### src/rtl/karatsuba_seq_mult.sv
// Multi-cycle Karatsuba multiplier. One (WIDTH/2+1)-bit sub-multiplier is shared across
// three partial products. FSM states are IDLE, LL (z0), HH (z2), MID (z1), COMB (recombine) and DONE (hold P).
module karatsuba_seq_mult #(
  parameter int WIDTH = 64
) (
  input  logic               clk,
  input  logic               rst,
  input  logic               in_valid,
  output logic               in_ready,
  input  logic               in_signed,
  input  logic [WIDTH-1:0]   A,
  input  logic [WIDTH-1:0]   B,
  output logic               out_valid,
  input  logic               out_ready,
  output logic [2*WIDTH-1:0] P
);

  localparam int H  = WIDTH / 2;
  localparam int SW = H + 1;

  typedef enum logic [2:0] {
    S_IDLE = 3'd0,
    S_LL   = 3'd1,
    S_HH   = 3'd2,
    S_MID  = 3'd3,
    S_COMB = 3'd4,
    S_DONE = 3'd5
  } state_t;

  state_t               state_q, state_d;
  logic [WIDTH-1:0]     a_q, a_d;
  logic [WIDTH-1:0]     b_q, b_d;
  logic                 neg_q, neg_d;
  logic [WIDTH-1:0]     z0_q, z0_d;
  logic [WIDTH-1:0]     z2_q, z2_d;
  logic [WIDTH+1:0]     z1_q, z1_d;
  logic [2*WIDTH-1:0]   p_q, p_d;

  logic [WIDTH-1:0]     a_mag, b_mag;
  logic [SW-1:0]        a_sum, b_sum;
  logic [SW-1:0]        mul_a, mul_b;
  logic [2*SW-1:0]      mul_p;
  logic [WIDTH+1:0]     m_mid;
  logic [2*WIDTH-1:0]   p_mag;

  // The most negative input negates to 2^(WIDTH-1), which still fits unsigned in WIDTH bits.
  assign a_mag = (in_signed && A[WIDTH-1]) ? (-A) : A;
  assign b_mag = (in_signed && B[WIDTH-1]) ? (-B) : B;

  assign a_sum = {1'b0, a_q[H-1:0]} + {1'b0, a_q[WIDTH-1:H]};
  assign b_sum = {1'b0, b_q[H-1:0]} + {1'b0, b_q[WIDTH-1:H]};

  assign mul_p = {{SW{1'b0}}, mul_a} * {{SW{1'b0}}, mul_b};

  assign m_mid = z1_q - {2'b00, z2_q} - {2'b00, z0_q};
  assign p_mag = {z2_q, {WIDTH{1'b0}}}
               + ({{(WIDTH-2){1'b0}}, m_mid} << H)
               + {{WIDTH{1'b0}}, z0_q};

  always_ff @(posedge clk or posedge rst) begin
    if (rst) begin
      state_q <= S_IDLE;
      a_q     <= '0;
      b_q     <= '0;
      neg_q   <= 1'b0;
      z0_q    <= '0;
      z2_q    <= '0;
      z1_q    <= '0;
      p_q     <= '0;
    end else begin
      state_q <= state_d;
      a_q     <= a_d;
      b_q     <= b_d;
      neg_q   <= neg_d;
      z0_q    <= z0_d;
      z2_q    <= z2_d;
      z1_q    <= z1_d;
      p_q     <= p_d;
    end
  end

  always_comb begin
    state_d   = state_q;
    a_d       = a_q;
    b_d       = b_q;
    neg_d     = neg_q;
    z0_d      = z0_q;
    z2_d      = z2_q;
    z1_d      = z1_q;
    p_d       = p_q;
    mul_a     = '0;
    mul_b     = '0;
    in_ready  = 1'b0;
    out_valid = 1'b0;
    case (state_q)
      S_IDLE: begin
        in_ready = 1'b1;
        if (in_valid) begin
          a_d     = a_mag;
          b_d     = b_mag;
          neg_d   = in_signed & (A[WIDTH-1] ^ B[WIDTH-1]);
          state_d = S_LL;
        end
      end
      S_LL: begin
        mul_a   = {1'b0, a_q[H-1:0]};
        mul_b   = {1'b0, b_q[H-1:0]};
        z0_d    = mul_p[WIDTH-1:0];
        state_d = S_HH;
      end
      S_HH: begin
        mul_a   = {1'b0, a_q[WIDTH-1:H]};
        mul_b   = {1'b0, b_q[WIDTH-1:H]};
        z2_d    = mul_p[WIDTH-1:0];
        state_d = S_MID;
      end
      S_MID: begin
        mul_a   = a_sum;
        mul_b   = b_sum;
        z1_d    = mul_p;
        state_d = S_COMB;
      end
      S_COMB: begin
        // Negating a zero magnitude yields zero, so no negative-zero special case is needed.
        p_d     = neg_q ? (-p_mag) : p_mag;
        state_d = S_DONE;
      end
      S_DONE: begin
        out_valid = 1'b1;
        if (out_ready) state_d = S_IDLE;
      end
      default: state_d = S_IDLE;
    endcase
  end

  assign P = p_q;

endmodule

### config.mk
export PLATFORM = sky130hd
export DESIGN_NAME = karatsuba_seq_mult
export DESIGN_NICKNAME = d
export VERILOG_FILES = /design/src/rtl/karatsuba_seq_mult.sv
export SDC_FILE = /design/constraint.sdc
export NUM_CORES = 2
export LEC_CHECK = 0
export CAP_MARGIN = 15
export CELL_PAD_IN_SITES_DETAIL_PLACEMENT = 0
export CELL_PAD_IN_SITES_GLOBAL_PLACEMENT = 1
export CORE_MARGIN = 2
export CORE_UTILIZATION = 40
export CTS_CLUSTER_DIAMETER = 150
export CTS_CLUSTER_SIZE = 20
export DETAILED_ROUTE_END_ITERATION = 8
export GPL_ROUTABILITY_DRIVEN = 0
export PLACE_DENSITY_LB_ADDON = 0.08
export SYNTH_ARGS = -nofsm -noshare
export SYNTH_HDL_FRONTEND = slang
export SYNTH_SLANG_ARGS = --single-unit
### constraint.sdc
create_clock -name clk -period 41.7 [get_ports clk]
set_input_delay 10.425 -clock clk [delete_from_list [all_inputs] [get_ports clk]]
set_output_delay 10.425 -clock clk [all_outputs]
set_load 0.01 [all_outputs]
Yosys cells after proc, flatten, opt, wreduce, memory -nomap -nowiden
Index checks and enable logic that the tools add are counted.
- $add $sub $neg: 9
- multipliers: 1
- equality and inequality tests: 7
- multiplexer cells: 10
- bitwise operators: 2
- reduce and logical (&&, ||, !) cells: 5
- operators by type and width (kind ; number):
    33-bit one-hot mux with 3 select lines ; 2
    66-bit by 64-bit subtractor with 66-bit output ; 2
    128-bit by 64-bit adder with 128-bit output ; 1
    128-bit by 98-bit adder with 128-bit output ; 1
    128-bit 2-to-1 mux ; 1
    64-bit 2-to-1 mux ; 2
    128-bit negator ; 1
    64-bit negator ; 2
    32-bit by 32-bit adder with 33-bit output ; 2
    33-bit by 33-bit multiplier with 66-bit output ; 1
    3-bit one-hot mux with 6 select lines ; 1
    3-bit by 2-bit equality test with 1-bit output (second input constant) ; 2
    3-bit equality test (second input constant) ; 2
    3-bit 2-to-1 mux ; 2
    2-bit != test (second input constant) ; 2
    2-bit AND reduction ; 2
    3-bit by 1-bit equality test with 1-bit output (second input constant) ; 1
    3-bit zero test ; 1
    1-bit logical AND ; 2
    1-bit 2-to-1 mux ; 2
    1-bit bitwise AND ; 1
    1-bit XOR ; 1
- bits in registers: 454
- bits of input ports: 133
- output and inout port bits: 130
- word-level logic and storage cells: 42

Logic depth before layout (Yosys ltp)
- word-level depth: 6
- mapped depth: 47
- gate-level depth less buffers: 44

Worst setup path after synthesis
OpenSTA, ideal clock, no wires.
- path kind: input to register
- start point: in B[10]
- end point: reg b_q[61]
- library setup time: 0.133 ns
- data arrival time: 13.675 ns
- required time: 41.567 ns
- slack: 27.892 ns
- stages on the path: 13
- path buffers: 0
- path through: or4_1 or4_1 nor3_1 and3_1 and2_1 nand2_1 nor3_1 and2_1 nand2_1 or2_2 o31ai_1 xor2_1 o21ai_0
- word-level cells in the longest chain between the ends: 2
- ends and longest elaborated chain (element ; RTL line ; source):
    from (decl) ; 12 ; input logic [WIDTH-1:0] B,
    64-bit negator ; 48 ; assign b_mag = (in_signed && B[WIDTH-1]) ? (-B) : B;
    64-bit 2-to-1 mux ; 48 ;
    to (signal assigned) ; 64 ; b_q <= '0;
    to (signal assigned) ; 73 ; b_q <= b_d;
    to (decl) ; 32 ; logic [WIDTH-1:0] b_q, b_d;
No other way between the ends.
A chain may end at the register's enable or synchronous reset.

Final worst setup path
- start point: in A[8]
- end point: reg a_q[61]
- word-level cells in the longest chain between the ends: 2
- ends and longest elaborated chain (element ; RTL line ; source):
    from (decl) ; 11 ; input logic [WIDTH-1:0] A,
    64-bit negator ; 47 ; assign a_mag = (in_signed && A[WIDTH-1]) ? (-A) : A;
    64-bit 2-to-1 mux ; 47 ;
    to (signal assigned) ; 63 ; a_q <= '0;
    to (signal assigned) ; 72 ; a_q <= a_d;
    to (decl) ; 31 ; logic [WIDTH-1:0] a_q, a_d;
No other way between the ends.

==> impl_metrics.json <==
{
  "run_status": "complete, no violations",
  "num-nets-final": 10280,
  "regToRegStartpoint": "state_q[0]",
  "dr_total_vias": 60980,
  "clock_insertion_delay_worst_skew_ns": 0.68,
  "io_buffer_count": 262,
  "clk_transition_reported_paths_ns": 0.09,
  "cp-start-kind": "primary input",
  "critPathLaunch": "A[8]",
  "finalClockSkew_ns": 0.03362,
  "crit_end_element": "flop",
  "post-synth-top-area-cell": "sky130_fd_sc_hd__fa_1",
  "worst_path_dominant_cell_family": "simple AND/OR/NAND/NOR gates",
  "cts-resized-gates": 0,
  "synth_seq_area_share_pct": 15.88,
  "design.core.area_sq_um": 178000,
  "groute.usage.overall_pct": 29.90,
  "row_count": 155,
  "final-max-slew-violation-count": 0,
  "cts.htree.levels": 1,
  "critPathMaxStageDelay_ns": 0.63,
  "preCtsSetupSlack_ns": 26.44,
  "num_io_pins": 263,
  "max_slew_margin_pct": 16.65,
  "r2r-end": "z2_q[62]",
  "clock-root-buffer": "sky130_fd_sc_hd__clkbuf_16",
  "achievable-frequency_mhz": 68.75,
  "worst_ep_arrival_time_ns": 15.09,
  "area_growth_pct": 8.405,
  "drc": 0,
  "drt_iter0_markers": 4618,
  "yosys_most_used_dff": "sky130_fd_sc_hd__dfrtp_1",
  "final-setup-viol-count": 0,
  "yosysWarnings": 0,
  "critical-path-slowest-cell": "sky130_fd_sc_hd__nor3_1",
  "post_drt_via_cell_ratio": 5.534,
  "clk_path_buf_depth": 3,
  "critical_path.endpoint": "a_q[61]",
  "finalWorstPathRequiredPeriod_ns": 14.55,
  "synth_cell_types": 101,
  "crit_chain": "clkdlybuf4s50_1 > nor3_1 > nand2_1 > or3_1 > nor3_1 > nand2_1 > or4_1 > nor3_1 > nand2_1 > nor2_1 > nand3_1 > o31ai_1 > xor2_1 > o21ai_0",
  "tritoncts": "done",
  "asyncSetResetFlopFracSynth_pct": 100.0,
  "initial_core_util_pct": 40.18,
  "global_route.overflow_total": 0,
  "drt-total-wl_um": 273400,
  "final_cells": 11020,
  "cts_inserted_buffers": 27,
  "syn_inst": 8657,
  "grt_antenna_before_repair": 3,
  "postSynthAreaPerCell_sq_um": 8.264,
  "post-place-cells": 10980,
  "die_area_sq_um": 182200,
  "grt_pass1_wl_um": 405000,
  "detail_route.first_pass.iterations": 6,
  "hold_viol": 0,
  "final_layout_size_suffix_gt1_share_pct": 3.602,
  "yosys.area.top_type_share_pct": 28.68,
  "final_worst_setup_slack_ns": 27.15,
  "required_ns": 42.24,
  "reg2reg_depth": 35,
  "postCtsSetupBuffers": 0,
  "cts_sinks": 454,
  "height_of_the_die_um": 426.9,
  "place.detailed.hpwl_um": 220700,
  "count_of_max_cap_constraint_violations": 0,
  "worst_slew_pin_slew_ns": 1.250,
  "avgRoutedWirePerCell_um": 24.81,
  "die_w_um": 426.9,
  "synth_area_leaders": "sky130_fd_sc_hd__fa_1 (29%), sky130_fd_sc_hd__dfrtp_1 (16%), sky130_fd_sc_hd__ha_1 (8.1%), sky130_fd_sc_hd__nand2_1 (7.5%), sky130_fd_sc_hd__inv_1 (6.6%)",
  "post_cts_hold_buffer_count": 0,
  "hp-class": "reg2reg",
  "postLayoutCoreUtil_pct": 43.56,
  "grt_pass1_vias": 61220,
  "synth_enable_flop_cells": 0,
  "layout_worst_path_cycle_share_pct": 34.88,
  "setup.worst_path.class": "in2reg",
  "fin_tns_setup_ns": 0,
  "syn_area_sq_um": 71540,
  "yosys.cell_count.top_type": "sky130_fd_sc_hd__nand2_1",
  "worstPathMaxFanout": 5,
  "synth-seq-cells": 454,
  "postRouteAntennaNets": 0,
  "regToRegSetupSlack_ns": 28.30,
  "worstSetupPathDepth": 14,
  "synth.top_cells.by_count": "sky130_fd_sc_hd__nand2_1 (1430), sky130_fd_sc_hd__inv_1 (1263), sky130_fd_sc_hd__fa_1 (1025)",
  "postSynthNetCount": 10280,
  "grt_max_degree": 156,
  "timing.critical_path.buf_inv": 1,
  "rsz0062_at_grt": "false"
}
-- worst register-to-register path: cells and delay by family, from the launching register on --
family / cells / cell delay, ns
xor gates and xnor gates: 1 / 0.31
DFF: 1 / 0.67
and+or+nand+nor: 4 / 1.44
AOI/OAI and AO/OA: 12 / 3.83
buffers and inverters: 9 / 2.28
adders and majority gates: 9 / 4.72
-- layout by cell type, fill, tap and decap left out, types with 30 or more instances in the layout --
cell                              count
sky130_fd_sc_hd__a21o_1             167
sky130_fd_sc_hd__a21oi_1            361
sky130_fd_sc_hd__a31oi_1             32
sky130_fd_sc_hd__and2_1              86
sky130_fd_sc_hd__and3_1              54
sky130_fd_sc_hd__buf_4              138
sky130_fd_sc_hd__clkdlybuf4s50_1    262
sky130_fd_sc_hd__dfrtp_1            452
sky130_fd_sc_hd__fa_1              1025
sky130_fd_sc_hd__ha_1               465
sky130_fd_sc_hd__inv_1             1262
sky130_fd_sc_hd__nand2_1           1427
sky130_fd_sc_hd__nand2b_1            47
sky130_fd_sc_hd__nand3_1            122
sky130_fd_sc_hd__nand4_1             74
sky130_fd_sc_hd__nor2_1             619
sky130_fd_sc_hd__nor2b_1             32
sky130_fd_sc_hd__nor3_1             106
sky130_fd_sc_hd__nor4_1              31
sky130_fd_sc_hd__o211ai_1            41
sky130_fd_sc_hd__o21a_1              41
sky130_fd_sc_hd__o21ai_0            666
sky130_fd_sc_hd__o21bai_1            35
sky130_fd_sc_hd__o31ai_1             62
sky130_fd_sc_hd__or2_2               30
sky130_fd_sc_hd__or3_1               42
sky130_fd_sc_hd__or4_1               35
sky130_fd_sc_hd__xnor2_1            277
sky130_fd_sc_hd__xor2_1             190
-- flip-flops by register name, summed over array words and instances (netlist names) --
| signal | flops |
|---|---|
| b_q | 64 |
| P | 128 |
| z1_q | 66 |
| z2_q | 64 |
| neg_q | 1 |
| z0_q | 64 |
| state_q | 3 |
| a_q | 64 |
-- cell families after synthesis --
| logic type | share of synthesized area [%] |
|---|---|
| adder cells (fa/ha/maj) | 36.82 |
| buffers and inverters | 8.939 |
| multiplexers | 0.3778 |
| AO/OA/AOI/OAI | 14.91 |
| XOR/XNOR | 5.717 |
| AND/OR/NAND/NOR | 17.36 |
| flip-flops | 15.88 |
-- cell type report --
| class | count | area, sq um |
|---|---|---|
| clock buffer | 29 | 683.2 |
| timing repair buffer | 402 | 3706 |
| fill | 18210 | 100500 |
| tap | 2355 | 2947 |
| multi-input combinational | 6507 | 54040 |
| sequential | 454 | 11370 |
| inverter | 1264 | 4752 |
| clock inverter | 5 | 55.05 |
| antenna | 3 | 7.507 |
-- metal layers --
layer | GRT usage (%) | share of wire (%)
met2 | 48.74 | 46
met1 | 39.45 | 42
met5 | 0 | 0.0095
met3 | 4.439 | 6.5
met4 | 13.12 | 5.4
-- how the worst min path moves through the flow --
| stage | depth (start not counted) | slack, ns | start | endpoint |
|---|---|---|---|---|
| 3_5_place_dp | 2 | 0.46 | P[49] | P[49] |
| 4_1_cts | 2 | 0.48 | P[49] | P[49] |
| 3_3_place_gp | 2 | 0.46 | P[49] | P[49] |
| 2_1_floorplan | 2 | 0.45 | z0_q[18] | z0_q[18] |
| 5_1_grt | 2 | 0.50 | P[50] | P[50] |
| 6_report | 2 | 0.47 | P[49] | P[49] |
-- stage by stage --
step / hold slack, ns / instance area, sq um
6_report: 0.4699 / 77550
5_1_grt: 0.5010 / 77550
4_1_cts: 0.4796 / 77520
3_5_place_dp: 0.4600 / 76780
3_3_place_gp: 0.4611 / 76780
2_1_floorplan: 0.4498 / 71540
Power is not shown: default switching activity piles up to over one toggle a cycle in this logic, so the estimate is an artifact.
